==> src/rtl/ysyx_23060061_lsu_fsm.sv <==
// Load/store unit: accepts one instruction from EXU, issues at most one
// memory transaction, aligns/extends load data, and hands the result plus
// write-back side-band to the WBU. Non-memory ops pass through in one cycle.
module ysyx_23060061_lsu_fsm (
   input  logic        clk,
   input  logic        rst,
   input  logic        exu_valid,
   output logic        lsu_ready,
   input  logic [1:0]  MemRW,
   input  logic [2:0]  memExt,
   input  logic [31:0] memAddr,
   input  logic [31:0] memDataW,
   input  logic [3:0]  wmask,
   input  logic [1:0]  WBSel,
   input  logic [31:0] aluOut,
   input  logic [31:0] snpc,
   input  logic [4:0]  rd,
   input  logic        RegWrite,
   output logic        mem_req_valid,
   input  logic        mem_req_ready,
   output logic        mem_req_we,
   output logic [31:0] mem_req_addr,
   output logic [31:0] mem_req_wdata,
   output logic [3:0]  mem_req_wmask,
   input  logic        mem_resp_valid,
   input  logic [31:0] mem_resp_rdata,
   input  logic        mem_resp_err,
   output logic        lsu_valid,
   input  logic        wbu_ready,
   output logic [31:0] memDataR,
   output logic        lsu_err,
   output logic [1:0]  WBSel_o,
   output logic [31:0] aluOut_o,
   output logic [31:0] snpc_o,
   output logic [4:0]  rd_o,
   output logic        RegWrite_o
);

   typedef enum logic [1:0] {IDLE, REQ, WAIT, DONE} state_e;

   state_e      state_q, state_d;
   logic [1:0]  memrw_q;
   logic [2:0]  ext_q;
   logic [31:0] addr_q;
   logic [31:0] wdata_q;
   logic [3:0]  wmask_q;
   logic [1:0]  wbsel_q;
   logic [31:0] aluout_q;
   logic [31:0] snpc_q;
   logic [4:0]  rd_q;
   logic        regwrite_q;
   logic [31:0] rdata_q;
   logic        err_q;

   logic        is_load, is_store, in_is_mem;
   logic [31:0] rshift;
   logic [31:0] load_d;

   assign is_load   = (memrw_q == 2'b01);
   assign is_store  = (memrw_q == 2'b10);
   assign in_is_mem = (MemRW == 2'b01) || (MemRW == 2'b10);

   // Next-state logic; responses only count while in WAIT.
   always_comb begin
      state_d = state_q;
      case (state_q)
         IDLE:    if (exu_valid)      state_d = in_is_mem ? REQ : DONE;
         REQ:     if (mem_req_ready)  state_d = WAIT;
         WAIT:    if (mem_resp_valid) state_d = DONE;
         DONE:    if (wbu_ready)      state_d = IDLE;
         default:                     state_d = IDLE;
      endcase
   end

   // State register.
   always_ff @(posedge clk) begin
      if (rst) state_q <= IDLE;
      else     state_q <= state_d;
   end

   // Load alignment: bytes shifted past bit 31 become zero before extension.
   always_comb begin
      rshift = mem_resp_rdata >> {addr_q[1:0], 3'b000};
      case (ext_q)
         3'b000:  load_d = {{24{rshift[7]}}, rshift[7:0]};
         3'b001:  load_d = {{16{rshift[15]}}, rshift[15:0]};
         3'b100:  load_d = {24'h0, rshift[7:0]};
         3'b101:  load_d = {16'h0, rshift[15:0]};
         default: load_d = rshift;
      endcase
   end

   // Latch the instruction on accept; capture the response in WAIT.
   always_ff @(posedge clk) begin
      if (rst) begin
         memrw_q    <= '0;
         ext_q      <= '0;
         addr_q     <= '0;
         wdata_q    <= '0;
         wmask_q    <= '0;
         wbsel_q    <= '0;
         aluout_q   <= '0;
         snpc_q     <= '0;
         rd_q       <= '0;
         regwrite_q <= 1'b0;
         rdata_q    <= '0;
         err_q      <= 1'b0;
      end else if (state_q == IDLE && exu_valid) begin
         memrw_q    <= MemRW;
         ext_q      <= memExt;
         addr_q     <= memAddr;
         wdata_q    <= memDataW;
         wmask_q    <= wmask;
         wbsel_q    <= WBSel;
         aluout_q   <= aluOut;
         snpc_q     <= snpc;
         rd_q       <= rd;
         regwrite_q <= RegWrite;
         rdata_q    <= '0;
         err_q      <= 1'b0;
      end else if (state_q == WAIT && mem_resp_valid) begin
         rdata_q    <= is_load ? load_d : 32'h0;
         err_q      <= mem_resp_err;
      end
   end

   // Ready depends on state (and reset) only, never on exu_valid.
   assign lsu_ready     = (state_q == IDLE) && !rst;
   assign mem_req_valid = (state_q == REQ);
   assign mem_req_we    = (state_q == REQ) && is_store;
   assign mem_req_addr  = {addr_q[31:2], 2'b00};
   assign mem_req_wdata = wdata_q << {addr_q[1:0], 3'b000};
   assign mem_req_wmask = (state_q == REQ && is_store) ? (wmask_q << addr_q[1:0]) : 4'b0000;

   assign lsu_valid  = (state_q == DONE);
   assign memDataR   = rdata_q;
   assign lsu_err    = err_q;
   assign WBSel_o    = wbsel_q;
   assign aluOut_o   = aluout_q;
   assign snpc_o     = snpc_q;
   assign rd_o       = rd_q;
   assign RegWrite_o = regwrite_q;

endmodule

==> config.mk <==
export PLATFORM = sky130hd
export DESIGN_NAME = ysyx_23060061_lsu_fsm
export DESIGN_NICKNAME = d
export VERILOG_FILES = /design/src/rtl/ysyx_23060061_lsu_fsm.sv
export SDC_FILE = /design/constraint.sdc
export NUM_CORES = 1
export LEC_CHECK = 0
export ABC_AREA = 1
export CAP_MARGIN = 40
export CORE_MARGIN = 4
export CORE_UTILIZATION = 45
export DETAILED_ROUTE_END_ITERATION = 7
export GPL_ROUTABILITY_DRIVEN = 0
export PLACE_DENSITY = 0.86
export SLEW_MARGIN = 5
export SYNTH_ARGS = -nofsm -noshare
export SYNTH_HDL_FRONTEND = slang
export SYNTH_SLANG_ARGS = --single-unit
export TNS_END_PERCENT = 50
==> constraint.sdc <==
create_clock -name clk -period 3.7 [get_ports clk]
set_clock_uncertainty 0.15 [all_clocks]
set_input_delay 0.555 -clock clk [delete_from_list [all_inputs] [get_ports clk]]
set_output_delay 0.555 -clock clk [all_outputs]
set_load 0.01 [all_outputs]
==> results of run 1 <==
==> sequential cells by signal, indices dropped and copies added (netlist names) <==
| register | cells |
|---|---|
| addr_q | 32 |
| aluOut_o | 32 |
| memDataR | 32 |
| snpc_o | 32 |
| wdata_q | 32 |
| rd_o | 5 |
| wmask_q | 4 |
| ext_q | 3 |
| WBSel_o | 2 |
| memrw_q | 2 |
| state_q | 2 |
| RegWrite_o | 1 |
| lsu_err | 1 |
==> logic make-up (layout without fill, tap and decap cells) <==
group	count (synthesis)	after routing	share of synthesized area
adders and majority gates	5	5	0.00793
AOI/OAI and AO/OA	283	283	0.189
other	1	4	0.000475
buffers and inverters	145	430	0.0926
and+or+nand+nor	492	492	0.253
xor gates and xnor gates	1	1	0.00111
DFF	180	180	0.457
==> metrics by stage <==
stage	cells	hold WS [ns]	instance area, µm²	utilization	power [W]
floorplan	1108	0.294	7900	-	0.00450
global placement	1588	0.305	11300	0.653	0.00581
detailed placement	1588	0.306	11300	0.653	0.00588
CTS	1618	0.319	11800	0.687	0.00769
global route	1620	0.341	11800	0.687	0.00811
finish	1620	0.316	11800	0.687	0.00764
==> tightest hold or removal path, cell delays in order (launching register included) <==
cell and delay [ns]:
dfxtp_1 0.31, nand2_1 0.06, a21oi_1 0.05
==> Yosys cell counts (2+ instances only) <==
| cell type | instances | share of area |
|---|---|---|
| nor3_1 | 2 | 0.0013 |
| nor2_1 | 273 | 0.13 |
| nand2_2 | 11 | 0.0087 |
| o21ai_0 | 175 | 0.11 |
| nand3_2 | 2 | 0.0025 |
| buf_4 | 34 | 0.032 |
| inv_1 | 25 | 0.012 |
| buf_1 | 2 | 0.00095 |
| ha_1 | 5 | 0.0079 |
| a21oi_2 | 10 | 0.011 |
| inv_2 | 5 | 0.0024 |
| dfxtp_1 | 180 | 0.46 |
| a21oi_1 | 80 | 0.051 |
| a22oi_1 | 3 | 0.0029 |
| o22ai_1 | 5 | 0.0040 |
| nand3_1 | 34 | 0.022 |
| clkbuf_1 | 52 | 0.025 |
| nand3_4 | 3 | 0.0067 |
| buf_2 | 24 | 0.015 |
| nand2_1 | 163 | 0.078 |
| o211ai_1 | 7 | 0.0067 |
==> metal layers <==
layer	wire (µm)	up-vias	share of wire
met5	13	-	0.00049
li1	-	4107	-
met3	2420	70	0.091
met4	1090	2	0.041
met2	13100	386	0.49
met1	9930	3735	0.37
==> final cells by class <==
class	instances	area, µm²
clock inverter	10	125
clock buffer	20	457
multi-input combinational	783	3570
fill	1376	5390
antenna	2	5.00
inverter	31	125
timing repair buffer	369	3680
tap	225	282
sequential	180	3600
==> power breakdown <==
| group | switching, W | internal (W) |
|---|---|---|
| clock | 0.000760 | 0.00103 |
| sequential | 0.000239 | 0.00237 |
| combinational | 0.00180 | 0.00145 |
==> path summary, 6_finish.rpt <==
path         cells after the start  slack [ns]                       from                        end
max                              7        0.43    state_q[1]$_SDFFE_PP0P_           mem_req_wmask[3]
min                              2        0.32  memDataR[18]$_SDFFE_PP0P_  memDataR[18]$_SDFFE_PP0P_
max reg2reg                      8        1.30     addr_q[0]$_SDFFE_PP0P_  memDataR[17]$_SDFFE_PP0P_
min reg2reg                      2        0.32  memDataR[18]$_SDFFE_PP0P_  memDataR[18]$_SDFFE_PP0P_
==> flow_summary.yaml, run 1 <==
worst_setup_path:
  crit_top_cell: "inv_1"
  critPathMaxStageDelay_ns: 0.57
  path_cells: "inv_1, ha_1, inv_1, nor3_1, o21ai_1, a31oi_1, clkdlybuf4s50_1"
  critPathLaunchType: "register"
  worstSetupEndpointType: "output pin"
  crit_type: "register to output pin"
  path_buf_inv: 3
  crit_required_ns: 2.99
  cp.arrival_ns: 2.56
  crit_slowest_cell: "clkdlybuf4s50_1"
  cpLargestDelayFamily: "buffers and inverters"
  critPathMaxFanout: 4
cts:
  clockBufferDepth: 2
  root_buffer: "clkbuf_16"
  htree_levels: 4
  post_cts_buffers: 0
  numCtsBuffers: 17
  cts_num_sinks: 180
  ctsResizeCount: 0
  cts_tree: "done"
  ctsHoldBuffers: 0
  insertion_delay_ns: 0.42
  cts.reportedPaths.clkPinSlew_ns: 0.07
logic_synthesis:
  synth_area_um2: 7890
  async_reset_ff_frac: 0
  seq_area_frac_synth: 0.457
  synth.distinct_cells: 33
  syn_area_per_cell_um2: 7.13
  yosysWarnings: 0
  synth_edf_count: 0
  syn_inst: 1107
  yosys_register_bits: 180
  synth_flop_cell: "dfxtp_1"
floorplan:
  rows: 48
  die_h_um: 140
  coreArea_um2: 17200
  die-area_um2: 19700
  ios: 361
  die_w_um: 140
  initial_utilization: 0.458
global_routing:
  gr-usage-met1: 0.286
  grt_busiest_layer: "met2"
  grt.total_usage: 0.259
  grt_max_degree: 100
  grt_pass1_wl_mm: 41.1
  grt_use_met2: 0.450
  grt_overflow: 0
  antenna_found_initial: 3
  use_met3: 0.0823
  first_global_vias: 7980
sta:
  drv_slew: 0
  setup_slack_ns: 0.433
  period_needed_ns: 3.27
  worst_slew_pin_slew_ns: 0.862
  fin_tns_setup_ns: 0
  period_share: 0.883
  relSlewSlack: 0.425
  finalSetupViolations: 0
  rsz0062_at_grt: "false"
  fmax_mhz: 306
  finalHoldViolations: 0
drt:
  drt_wl_total_mm: 26.6
  post_drt_wl_per_cell_um: 16.4
  drt-initial-drc-count: 604
  viasPerCell: 5.12
  ant_nets: 0
  drt-pass1-iter-count: 6
  vias: 8300
  drc_errors: 0
pwr:
  vdd_drop_max_mv: 0.358
  leakage_nw: 4.59
  power_density_nw_per_um2: 645
placed_design:
  hpwl_mm: 19.3
  io_buffers: 358
  place_ws_ns: 0.826
layout:
  mostFrequentLayoutCell: "clkdlybuf4s50_1"
  nNetsFinal: 1571
  area_growth_pct: 50.1
  drive_gt1_frac: 0.0553
  final_cell_mix: "clkdlybuf4s50_1, nor2_1, dfxtp_1"
min_path:
  hp-class: "register to register"
outcome:
  outcome: "finished, final reports clean"
run:
  cap_violations: 0
Note: power is estimated with default switching activity, not from simulation.
==> run 2, diff against run 1 <==
--- a/config.mk
+++ b/config.mk
@@ -12,6 +12,8 @@
 export DETAILED_ROUTE_END_ITERATION = 7
 export GPL_ROUTABILITY_DRIVEN = 0
 export PLACE_DENSITY = 0.86
+export SETUP_SLACK_MARGIN = 0.3
+export SKIP_CTS_REPAIR_TIMING = 1
 export SLEW_MARGIN = 5
 export SYNTH_ARGS = -nofsm -noshare
 export SYNTH_HDL_FRONTEND = slang
==> flow_summary.yaml, run 2 (synthesis results as in run 1) <==
pwr:
  power_density_nw_per_um2: 646
  vdd_drop_max_mv: 0.357
  leakage_nw: 4.59
worst_setup_path:
  worstSetupEndpointType: "output pin"
  crit_type: "register to output pin"
  critPathMaxStageDelay_ns: 0.57
  critPathLaunchType: "register"
  cp_num_cells: 7
  cp.arrival_ns: 2.33
  critPathMaxFanout: 4
  cpLargestDelayFamily: "buffers and inverters"
  worst_r2r_path_depth: 8
  crit_top_cell: "inv_1"
  path_buf_inv: 3
  crit_slowest_cell: "clkdlybuf4s50_1"
  crit_required_ns: 2.99
  path_cells: "inv_1, ha_1, inv_1, nor3_2, o21ai_1, a31oi_1, clkdlybuf4s50_1"
cts:
  htree_levels: 4
  cts_num_sinks: 180
  cts.reportedPaths.clkPinSlew_ns: 0.07
  cts_tree: "done"
  root_buffer: "clkbuf_16"
  numCtsBuffers: 17
  clockBufferDepth: 2
  insertion_delay_ns: 0.42
drt:
  drt-initial-drc-count: 576
  ant_nets: 0
  drc_errors: 0
  vias: 8311
  post_drt_wl_per_cell_um: 16.4
  drt-pass1-iter-count: 6
  drt_wl_total_mm: 26.6
  viasPerCell: 5.13
min_path:
  hp-class: "register to register"
  hold_path_depth: 2
layout:
  mostFrequentLayoutCell: "clkdlybuf4s50_1"
  n_fill_cell: 1376
  final_cell_mix: "clkdlybuf4s50_1, nor2_1, dfxtp_1"
  drive_gt1_frac: 0.0560
  post-route-util: 0.687
  nNetsFinal: 1571
  area_growth_pct: 50.2
global_routing:
  grt.total_usage: 0.259
  first_global_vias: 7980
  antenna_found_initial: 3
  grt_pass1_wl_mm: 41.1
  grt_overflow: 0
  grt_max_degree: 100
floorplan:
  rows: 48
  coreArea_um2: 17200
  die-area_um2: 19700
  die_h_um: 140
  ios: 361
  initial_utilization: 0.458
  die_w_um: 140
sta:
  rsz0062_at_grt: "false"
  finalSetupViolations: 0
  finalHoldViolations: 0
  relSlewSlack: 0.421
  worst_slew_pin_slew_ns: 0.868
  fmax_mhz: 329
  fin_tns_setup_ns: 0
  period_needed_ns: 3.04
  period_share: 0.820
  drv_slew: 0
outcome:
  outcome: "finished, final reports clean"
run:
  cap_violations: 0
placed_design:
  hpwl_mm: 19.3
  io_buffers: 358
run 2: cell type report:
type | instances | area [µm²] | area share
clock inverter | 10 | 125 | 0.0106
antenna | 2 | 5.00 | 0.000422
clock buffer | 20 | 457 | 0.0385
multi-input combinational | 783 | 3570 | 0.302
tap | 225 | 282 | 0.0238
inverter | 31 | 125 | 0.0106
sequential | 180 | 3600 | 0.304
timing repair buffer | 369 | 3680 | 0.310
run 2: per-stage QoR:
step	instances	hold WS, ns	instance area, µm²	setup WS, ns	power [W]
6_report	1620	0.316	11800	0.664	0.00765
4_1_cts	1618	0.319	11800	0.356	0.00769
2_1_floorplan	1108	0.294	7900	1.45	0.00450
3_3_place_gp	1588	0.305	11300	0.900	0.00581
3_5_place_dp	1588	0.306	11300	0.826	0.00588
5_1_grt	1620	0.341	11800	0.451	0.00812
run 2: path summary, 6_finish.rpt:
path / from / to / slack [ns]
worst max-delay path: state_q[1]$_SDFFE_PP0P_ / mem_req_wmask[3] / 0.66
worst min-delay path: memDataR[18]$_SDFFE_PP0P_ / memDataR[18]$_SDFFE_PP0P_ / 0.32
worst max register to register: addr_q[0]$_SDFFE_PP0P_ / memDataR[17]$_SDFFE_PP0P_ / 1.30
worst min register to register: memDataR[18]$_SDFFE_PP0P_ / memDataR[18]$_SDFFE_PP0P_ / 0.32
run 2: worst register-to-register path, cell delays in order, from the launching register on:
cell and delay [ns]:
dfxtp_1 0.32, inv_2 0.46, buf_4 0.49, nand2_1 0.18, nand3_2 0.13, nand3_4 0.15
nand3_4 0.24, nand2_1 0.09, a21oi_1 0.13
run 2: power breakdown:
group	internal (W)	leakage, nW	switching, W
clock	0.00103	0.272	0.000761
combinational	0.00145	2.83	0.00181
sequential	0.00237	1.48	0.000240
total	0.00484	4.59	0.00281
run 2: per-layer routing:
metal / GRT usage / wire length (µm) / vias up
met3: 0.0823 / 2390 / 68
met5: 0 / 13 / -
met4: 0.122 / 1050 / 2
li1: - / - / 4103
met2: 0.450 / 13300 / 383
met1: 0.286 / 9920 / 3755
